===== src/rtl/ebpf_alu_pkg.sv =====
// Shared eBPF ALU definitions: divider FSM states, iteration counts, opcode constants.
// Latency: n/a (types and constants only).
// Backpressure: n/a.
package ebpf_alu_pkg;

    typedef enum logic [1:0] {
        ST_IDLE = 2'd0,
        ST_RUN  = 2'd1,
        ST_DONE = 2'd2
    } div_state_e;

    localparam int DIV_ITER_64 = 64;
    localparam int DIV_ITER_32 = 32;
    localparam int DIV_CNT_W   = 7;

    // ALU opcode field values; the decoder maps these onto is_mod.
    localparam logic [3:0] BPF_DIV = 4'h3;
    localparam logic [3:0] BPF_MOD = 4'h9;

endpackage


===== src/rtl/div_trial_sub.sv =====
// One restoring-division step: trial subtract of divisor from the shifted remainder.
// Latency: combinational.
// Backpressure: none; ports rem (WIDTH+1), divisor (WIDTH) in; diff (WIDTH+1), borrow out.
module div_trial_sub #(
    parameter int WIDTH = 64
) (
    input  logic [WIDTH:0]   rem,
    input  logic [WIDTH-1:0] divisor,
    output logic [WIDTH:0]   diff,
    output logic             borrow
);

    logic [WIDTH+1:0] full_diff;

    // One extra bit on top turns the borrow into a plain sign bit.
    always_comb begin
        full_diff = {1'b0, rem} - {2'b00, divisor};
    end

    assign diff   = full_diff[WIDTH:0];
    assign borrow = full_diff[WIDTH+1];

endmodule


===== src/rtl/ebpf_div_mod_unit.sv =====
// Multi-cycle unsigned DIV/MOD (ALU64/ALU32), restoring division, one quotient bit per clock.
// Latency: accept -> out_valid after 64 (ALU64) / 32 (ALU32) RUN cycles; divide-by-zero goes straight to DONE.
// Backpressure: in_ready only in IDLE; result and out_valid held in DONE until out_ready.
module ebpf_div_mod_unit
    import ebpf_alu_pkg::*;
#(
    parameter int WIDTH = 64
) (
    input  logic             clk,
    input  logic             rst_n,
    input  logic             in_valid,
    output logic             in_ready,
    input  logic [WIDTH-1:0] dividend,
    input  logic [WIDTH-1:0] divisor,
    input  logic             is_mod,
    input  logic             alu32,
    output logic             out_valid,
    input  logic             out_ready,
    output logic [WIDTH-1:0] result,
    output logic             busy
);

    localparam int HALF = WIDTH / 2;

    div_state_e state_q, state_d;

    logic [WIDTH-1:0]     quo_q, quo_d;
    logic [WIDTH-1:0]     rem_q, rem_d;
    logic [WIDTH-1:0]     dvs_q, dvs_d;
    logic [WIDTH-1:0]     result_q, result_d;
    logic [DIV_CNT_W-1:0] cnt_q, cnt_d;
    logic                 is_mod_q, is_mod_d;
    logic                 alu32_q, alu32_d;

    logic [WIDTH-1:0]     dvd_m, dvs_m, quo_load;
    logic [DIV_CNT_W-1:0] last_cnt;
    logic                 accept, dvs_zero, last_step;

    logic [WIDTH:0]       step_rem, trial_diff;
    logic                 trial_borrow, trial_ok;
    logic [WIDTH-1:0]     rem_step, quo_step;

    // Operands masked per mode. In ALU32 the dividend is parked in the upper
    // half of quo so its MSB is the first to shift out; after 32 steps the
    // upper half has filled with zeros and the low half holds the quotient.
    always_comb begin
        dvd_m    = alu32 ? {{HALF{1'b0}}, dividend[HALF-1:0]} : dividend;
        dvs_m    = alu32 ? {{HALF{1'b0}}, divisor[HALF-1:0]}  : divisor;
        quo_load = alu32 ? {dividend[HALF-1:0], {HALF{1'b0}}} : dividend;
        dvs_zero = (dvs_m == '0);
        accept   = (state_q == ST_IDLE) && in_valid;
        last_cnt = alu32_q ? DIV_CNT_W'(DIV_ITER_32 - 1) : DIV_CNT_W'(DIV_ITER_64 - 1);
        last_step = (cnt_q == last_cnt);
    end

    // {rem, quo} shifted left by one: quo MSB (next dividend bit) enters rem.
    assign step_rem = {rem_q, quo_q[WIDTH-1]};

    div_trial_sub #(
        .WIDTH (WIDTH)
    ) u_trial (
        .rem     (step_rem),
        .divisor (dvs_q),
        .diff    (trial_diff),
        .borrow  (trial_borrow)
    );

    // Keep the trial only if it fits the remainder register; with rem < divisor
    // a no-borrow result always does, so this is the usual borrow test.
    always_comb begin
        trial_ok = ~trial_borrow & ~trial_diff[WIDTH];
        rem_step = trial_ok ? trial_diff[WIDTH-1:0] : step_rem[WIDTH-1:0];
        quo_step = {quo_q[WIDTH-2:0], trial_ok};
    end

    // Next-state logic.
    always_comb begin
        state_d = state_q;
        case (state_q)
            ST_IDLE: if (in_valid) state_d = dvs_zero ? ST_DONE : ST_RUN;
            ST_RUN:  if (last_step) state_d = ST_DONE;
            ST_DONE: if (out_ready) state_d = ST_IDLE;
            default: state_d = ST_IDLE;
        endcase
    end

    // Datapath next values.
    always_comb begin
        quo_d    = quo_q;
        rem_d    = rem_q;
        dvs_d    = dvs_q;
        result_d = result_q;
        cnt_d    = cnt_q;
        is_mod_d = is_mod_q;
        alu32_d  = alu32_q;
        if (accept) begin
            quo_d    = quo_load;
            rem_d    = '0;
            dvs_d    = dvs_m;
            cnt_d    = '0;
            is_mod_d = is_mod;
            alu32_d  = alu32;
            // eBPF divide by zero: DIV -> 0, MOD -> (masked) dividend.
            if (dvs_zero) result_d = is_mod ? dvd_m : '0;
        end else if (state_q == ST_RUN) begin
            quo_d = quo_step;
            rem_d = rem_step;
            cnt_d = cnt_q + DIV_CNT_W'(1);
            if (last_step) result_d = is_mod_q ? rem_step : quo_step;
        end
    end

    always_ff @(posedge clk or negedge rst_n) begin
        if (!rst_n) begin
            state_q  <= ST_IDLE;
            quo_q    <= '0;
            rem_q    <= '0;
            dvs_q    <= '0;
            result_q <= '0;
            cnt_q    <= '0;
            is_mod_q <= 1'b0;
            alu32_q  <= 1'b0;
        end else begin
            state_q  <= state_d;
            quo_q    <= quo_d;
            rem_q    <= rem_d;
            dvs_q    <= dvs_d;
            result_q <= result_d;
            cnt_q    <= cnt_d;
            is_mod_q <= is_mod_d;
            alu32_q  <= alu32_d;
        end
    end

    // Outputs decoded from state only.
    always_comb begin
        in_ready  = 1'b0;
        out_valid = 1'b0;
        busy      = 1'b0;
        case (state_q)
            ST_IDLE: in_ready = 1'b1;
            ST_RUN:  busy = 1'b1;
            ST_DONE: begin
                busy      = 1'b1;
                out_valid = 1'b1;
            end
            default: in_ready = 1'b0;
        endcase
    end

    assign result = result_q;

endmodule

===== config.mk =====
export PLATFORM = sky130hd
export DESIGN_NAME = ebpf_div_mod_unit
export DESIGN_NICKNAME = d
export VERILOG_FILES = /design/src/rtl/ebpf_alu_pkg.sv /design/src/rtl/div_trial_sub.sv /design/src/rtl/ebpf_div_mod_unit.sv
export SDC_FILE = /design/constraint.sdc
export NUM_CORES = 1
export LEC_CHECK = 0
export CAP_MARGIN = 40
export CORE_ASPECT_RATIO = 1.2
export CORE_MARGIN = 2
export CORE_UTILIZATION = 60
export CTS_BUF_LIST = sky130_fd_sc_hd__clkbuf_16
export CTS_CLUSTER_DIAMETER = 120
export DETAILED_ROUTE_END_ITERATION = 8
export PLACE_DENSITY = 0.85
export SLEW_MARGIN = 10
export SYNTH_ARGS = -nofsm -noshare
export SYNTH_HDL_FRONTEND = slang
export SYNTH_SLANG_ARGS = --single-unit

===== constraint.sdc =====
create_clock -name clk -period 9.6 [get_ports clk]
set_input_delay 1.92 -clock clk [delete_from_list [all_inputs] [get_ports clk]]
set_output_delay 1.92 -clock clk [all_outputs]
set_load 0.02 [all_outputs]

; After elaboration in Yosys (flattened, before gate mapping)
; Cells that the tools add are included.
[classes]
addsub = 2
n_bitwise = 3
mux = 25
eq_ne = 7
n_reduce_logical = 8
[ops]
columns = operator, n
row1 = 64-bit two-way mux, 14
row2 = 65-bit by 64-bit subtractor with 66-bit output, 1
row3 = 64-bit zero test, 1
row4 = 7-bit two-way mux, 2
row5 = 2-bit two-way mux, 4
row6 = "7-bit by 1-bit adder with 7-bit output, second input constant", 1
row7 = 7-bit by 6-bit equality test with 1-bit output, 1
row8 = 6-bit two-way mux, 1
row9 = "2-bit != test, second input constant", 3
row10 = 2-bit one-hot mux with 3 select lines, 1
row11 = 3-bit AND reduction, 2
row12 = 2-bit nonzero test, 2
row13 = 1-bit two-way mux, 3
row14 = "2-bit by 1-bit equality test with 1-bit output, second input constant", 1
row15 = "2-bit equality test, second input constant", 1
row16 = 2-bit zero test, 1
row17 = "2-bit by 1-bit != test with 1-bit output, second input constant", 1
row18 = 1-bit NOT, 2
row19 = 2-bit OR reduction, 1
row20 = 1-bit AND, 1
row21 = 1-bit logical AND, 1
[totals]
wordCells = 53
out_inout_bits = 67
regBits = 267
inputBits = 134

; Logic depth before layout (Yosys ltp)
[logic_depth]
word_depth = 8
depth_mapped = 18

; By module
; From an unflattened synthesis, not the netlist that was laid out.
[hier_totals]
hier_cells = 2024
hier_area_um2 = 17641.9
[by_module_without_submodules]
columns = mod, n_inst, cells_each, area_per_inst_um2, seq_area_each_um2
row1 = ebpf_div_mod_unit, 1, 1400, 13555.5, 6681.4
row2 = div_trial_sub, 1, 624, 4086.4, 0.0

; Least setup slack after synthesis
; OpenSTA, ideal clock, no wires.
[synth_path]
kind = input -> register
start = input port divisor[27]
end = register result_q[61], in the netlist result[61]
setup_ns = 0.135
stages = 10
arrival_time_ns = 3.475
setup_slack_ns = 5.990
cell_sequence = nor4_1 nand4_1 nor2_1 o21ai_0 o22ai_1 clkbuf_1 clkbuf_1 nand2_1 o21ai_0 o211ai_1
[synth_via]
elab_chain_cells = 4
[synth_lines]
columns = element, line_no
row1 = from (decl), ebpf_div_mod_unit.sv:14  ; input logic [WIDTH-1:0] divisor,
row2 = 64-bit two-way mux, ebpf_div_mod_unit.sv:48  ; dvs_m = alu32 ? {{HALF{1'b0}}, divisor[HALF-1:0]} : divisor;
row3 = 64-bit zero test, ebpf_div_mod_unit.sv:50  ; dvs_zero = (dvs_m == '0);
row4 = 2-bit by 1-bit != test with 1-bit output (no source line), -
row5 = 3-bit AND reduction (no source line), -
row6 = to (signal assigned), ebpf_div_mod_unit.sv:128  ; result_q <= result_d;
row7 = to (decl), ebpf_div_mod_unit.sv:30  ; logic [WIDTH-1:0] result_q, result_d;
; Every way passes these cells.
; A chain may end at the register's enable or synchronous reset.

; Final worst setup path
[layout_path]
start = register quo_q[63]
end = register result_q[52], in the netlist result[52]
[layout_via]
elab_chain_cells = 8
elab_cells_between_ends = 9
[layout_lines]
columns = element, line_no
row1 = from (decl), ebpf_div_mod_unit.sv:27  ; logic [WIDTH-1:0] quo_q, quo_d;
row2 = from (signal assigned), ebpf_div_mod_unit.sv:125  ; quo_q <= quo_d;
row3 = 65-bit by 64-bit subtractor with 66-bit output (*), div_trial_sub.sv:17  ; full_diff = {1'b0, rem} - {2'b00, divisor};
row4 = 1-bit NOT, ebpf_div_mod_unit.sv:71  ; trial_ok = ~trial_borrow & ~trial_diff[WIDTH];
row5 = 1-bit AND, ebpf_div_mod_unit.sv:71
row6 = 64-bit two-way mux (*), ebpf_div_mod_unit.sv:72  ; rem_step = trial_ok ? trial_diff[WIDTH-1:0] : step_rem[WIDTH-1:0];
row7 = 64-bit two-way mux (*) (2 in series), ebpf_div_mod_unit.sv:109  ; if (last_step) result_d = is_mod_q ? rem_step : quo_step;
row8 = 64-bit two-way mux (*), ebpf_div_mod_unit.sv:105  ; end else if (state_q == ST_RUN) begin
row9 = 64-bit two-way mux (*), ebpf_div_mod_unit.sv:96  ; if (accept) begin
; Every way passes the cells marked *; elsewhere a longest branch is shown, timed or not. The select of a mux whose other input is x is not followed.

==> run summary <==
* run status: completed
* r2r endpoint: result[52]
* Die Y-Extent: 189 um
* max_cap viols: 0
* initial standard-cell utilization of the core: 61.1%
* CTS HTree Levels: 1
* syn_area_per_cell: 8.56 um^2
* count of final hold-check violations: 0
* cell with the most instances after synthesis: o21ai_0
* depth of the worst hold-timing path: 2
* total wirelength of the detailed-routed design: 57200 um
* number of global-route vias before repair: 16000
* total iterations of the first detailed-routing run: 6
* Die X: 158 um
* # port buffers: 200
* achievable clock frequency: 197 MHz
* Resized Gates After CTS: 0
* fraction of layout instances using a drive strength above 1: 4.15%
* power density over cell area: 391 mW/mm^2
* synthesis-stage register bit count: 267
* GR Util All Layers: 37.6%
* layout filler cell count: 2195
* count of pins on the block boundary: 201
* Die Footprint: 0.0299 mm^2
* source of the worst hold timing path: alu32_q
* crit path max-delay cell type: mux2i_1
* critical register-to-register path startpoint: quo_q[63]
* Post-Synthesis Net Count: 2203
* data arrival time at the worst-slack endpoint: 5.50 ns
* standard cell core area: 0.0280 mm^2
* total number of yosys warnings: 0
* clock-pin slew of the registers on the worst-case setup and hold paths: 0.06 ns
* count of buffers added by post-CTS timing repair for setup: 0
* fin util: 71.8%
* Nets: 2306
* top cells by count, synth: 292 x o21ai_0, 267 x dfrtp_1, 187 x a21oi_1
* post-detailed-route via-to-cell ratio: 6.61
* DRC violations left: 0
* Via Count: 16500
* ANT cells: 0
* Netlist cell types: 70
* post-cts hold buffer count: 0
* wire length of the first global-routing pass: 87100 um
* worst-case clock buffer depth: 3
* count of antenna-violating nets left after detailed routing: 0
* Final Slew Violations: 0
* Rel. slew slack: 31.6%
* length in cells of the worst reg-to-reg path: 15
* Final period util: 52.9%
* slew at the pin closest to its max-slew limit: 1.02 ns
* Clock Root Buffer: clkbuf_16
* total area of multi-input combinational cells: 0.00954 mm^2
* Worst Skew: 0.0324 ns
* initial antenna violation count: 0
* clock tree from TritonCTS: done
* async set-or-reset flop fraction in the synthesized netlist: 100%
* clock latency on the worst-skew pair: 0.58 ns
* area overhead of the layout relative to synthesis: 17.5%
* Synth Cell Area: 0.0171 mm^2
* Min-Delay Endpoint: alu32_q
* clock period minus final worst setup slack: 5.08 ns
* number of endpoints failing setup at the final stage: 0
* Worst Hold Class: flip-flop to flip-flop
* pin count of the biggest net entering global routing: 151
* clock buffers created by TritonCTS: 28
* gpl congestion: 0.973
* share of Yosys cell area claimed by the top area cell type: 39.0%
* flop2flop setup slack: 4.52 ns
* Setup CP Type: flip-flop to flip-flop
* DRC violation total after the first TritonRoute iteration: 1881
* Register Area: 0.00668 mm^2
* ys flop type: dfrtp_1
* maximum fanout encountered on the critical timing path: 54
* total design power: 0.00786 W
* number of enable-type register cells in the synthesized netlist: 0
* area leader, netlist: dfrtp_1
* count of clock tree sinks: 267
* DP HPWL: 41100 um
* Worst Setup Start Kind: flip-flop
* crit-path cells: inv_1 -> ha_1 -> fa_1 -> nand2b_1 -> a21oi_1 -> nor2_1 -> o21ai_2 -> a211oi_2 -> a21oi_4 -> a31oi_2 -> a211oi_4 -> or2_4 -> buf_4 -> mux2i_1 -> o211ai_1
* worst ir drop on vdd: 0.000300 V
* maximum single-stage delay on the critical path: 0.77 ns
* leakage: 8.39 nW
* post-synthesis sequential area ratio: 39.0%
* required time of the critical path: 10.03 ns
* hold slack final: 0.512 ns
* RSZ-0062 raised after global routing: false
* leading post-synthesis cells by cell area: dfrtp_1 39%, o21ai_0 8.5%, mux2i_1 6.3%
* post-detailed-route wirelength per cell: 22.9 um
* type of element capturing the critical path: flip-flop
* cell count after synthesis: 2000
* aggregate global routing overflow: 0
* Placement Rows: 67
* setup TNS: 0 ns
[layout make-up]
class,count,share of cell area (%)
Clock buffer,28,3.48
Sequential cell,267,33.2
Timing Repair Buffer,222,11.1
Inverter,85,1.59
Multi-Input combinational cell,1499,47.4
Clock inverter,20,0.827
Tap cell,379,2.36
[through the flow]
stage	instances	setup slack [ns]	area (um^2)
after floorplan	2000	5.99	17100
after global placement	2448	4.51	19200
after detailed placement	2452	4.49	19200
after CTS	2500	4.73	20100
after global routing	2500	4.28	20100
final	2500	4.52	20100
[sequential cells by signal, indices dropped and copies added, names as in the netlist]
name	count
result	64
cnt_q	7
dvs_q	64
quo_q	64
rem_q	64
state_q	2
is_mod_q	1
alu32_q	1
[worst max-delay path by stage]
stage	startpoint	endpoint	slack (ns)	cells past startpoint
6_report	quo_q[63]	result[52]	4.52	15
5_1_grt	rem_q[12]	result[52]	4.28	13
4_1_cts	quo_q[63]	result[44]	4.73	15
3_5_place_dp	divisor[49]	result[13]	4.49	12
3_3_place_gp	in_valid	result[52]	4.51	7
2_1_floorplan	divisor[27]	result[61]	5.99	10
[worst max-delay path: cells and delay by family, from the launching register on]
kind,cells,cell delay (ns)
buffers and inverters,2,0.82
and+or+nand+nor,3,0.78
AOI/OAI and AO/OA,7,1.46
muxes,1,0.77
DFF,1,0.40
adders and majority gates,2,0.65
[cell families (layout without fill, tap and decap cells)]
| group | count (synthesis) | count (layout) | share of synthesized area, % |
|---|---|---|---|
| compound gates | 718 | 718 | 24.8 |
| simple gates | 538 | 538 | 15.9 |
| flops | 267 | 267 | 39.0 |
| buf+inv | 234 | 355 | 5.48 |
| mux | 108 | 108 | 6.32 |
| fa+ha+maj | 69 | 69 | 5.09 |
| xor+xnor | 66 | 66 | 3.38 |
[layout by cell type (no fill, tap or decap), drive strengths merged, types with 29 or more instances in the layout]
cell | netlist | final
nor2 | 100 | 100
o21ai | 303 | 303
nand3b | 67 | 67
xnor2 | 39 | 39
a21oi | 189 | 189
clkdlybuf4s50 | 0 | 198
a211oi | 43 | 43
inv | 85 | 89
nand2 | 173 | 173
mux2i | 108 | 108
ha | 68 | 68
and3 | 29 | 29
dfrtp | 267 | 267
nor2b | 43 | 43
a31oi | 37 | 37
[power by group]
| group | switching [W] | total [W] | internal, W |
|---|---|---|---|
| clock network | 0.000472 | 0.00105 | 0.000582 |
| logic | 0.00321 | 0.00499 | 0.00177 |
| registers | 0.000305 | 0.00182 | 0.00152 |
| total | 0.00399 | 0.00786 | 0.00387 |
[per-layer routing]
layer | routed length (um) | global-route usage [%] | vias to the layer above
met5 | 0 | 0 | -
met4 | 4600 | 25.9 | 0
met3 | 5000 | 6.50 | 218
met2 | 26400 | 60.1 | 925
met1 | 21200 | 46.3 | 7944
li1 | - | - | 7431
Power figures use the tool's default switching activity.
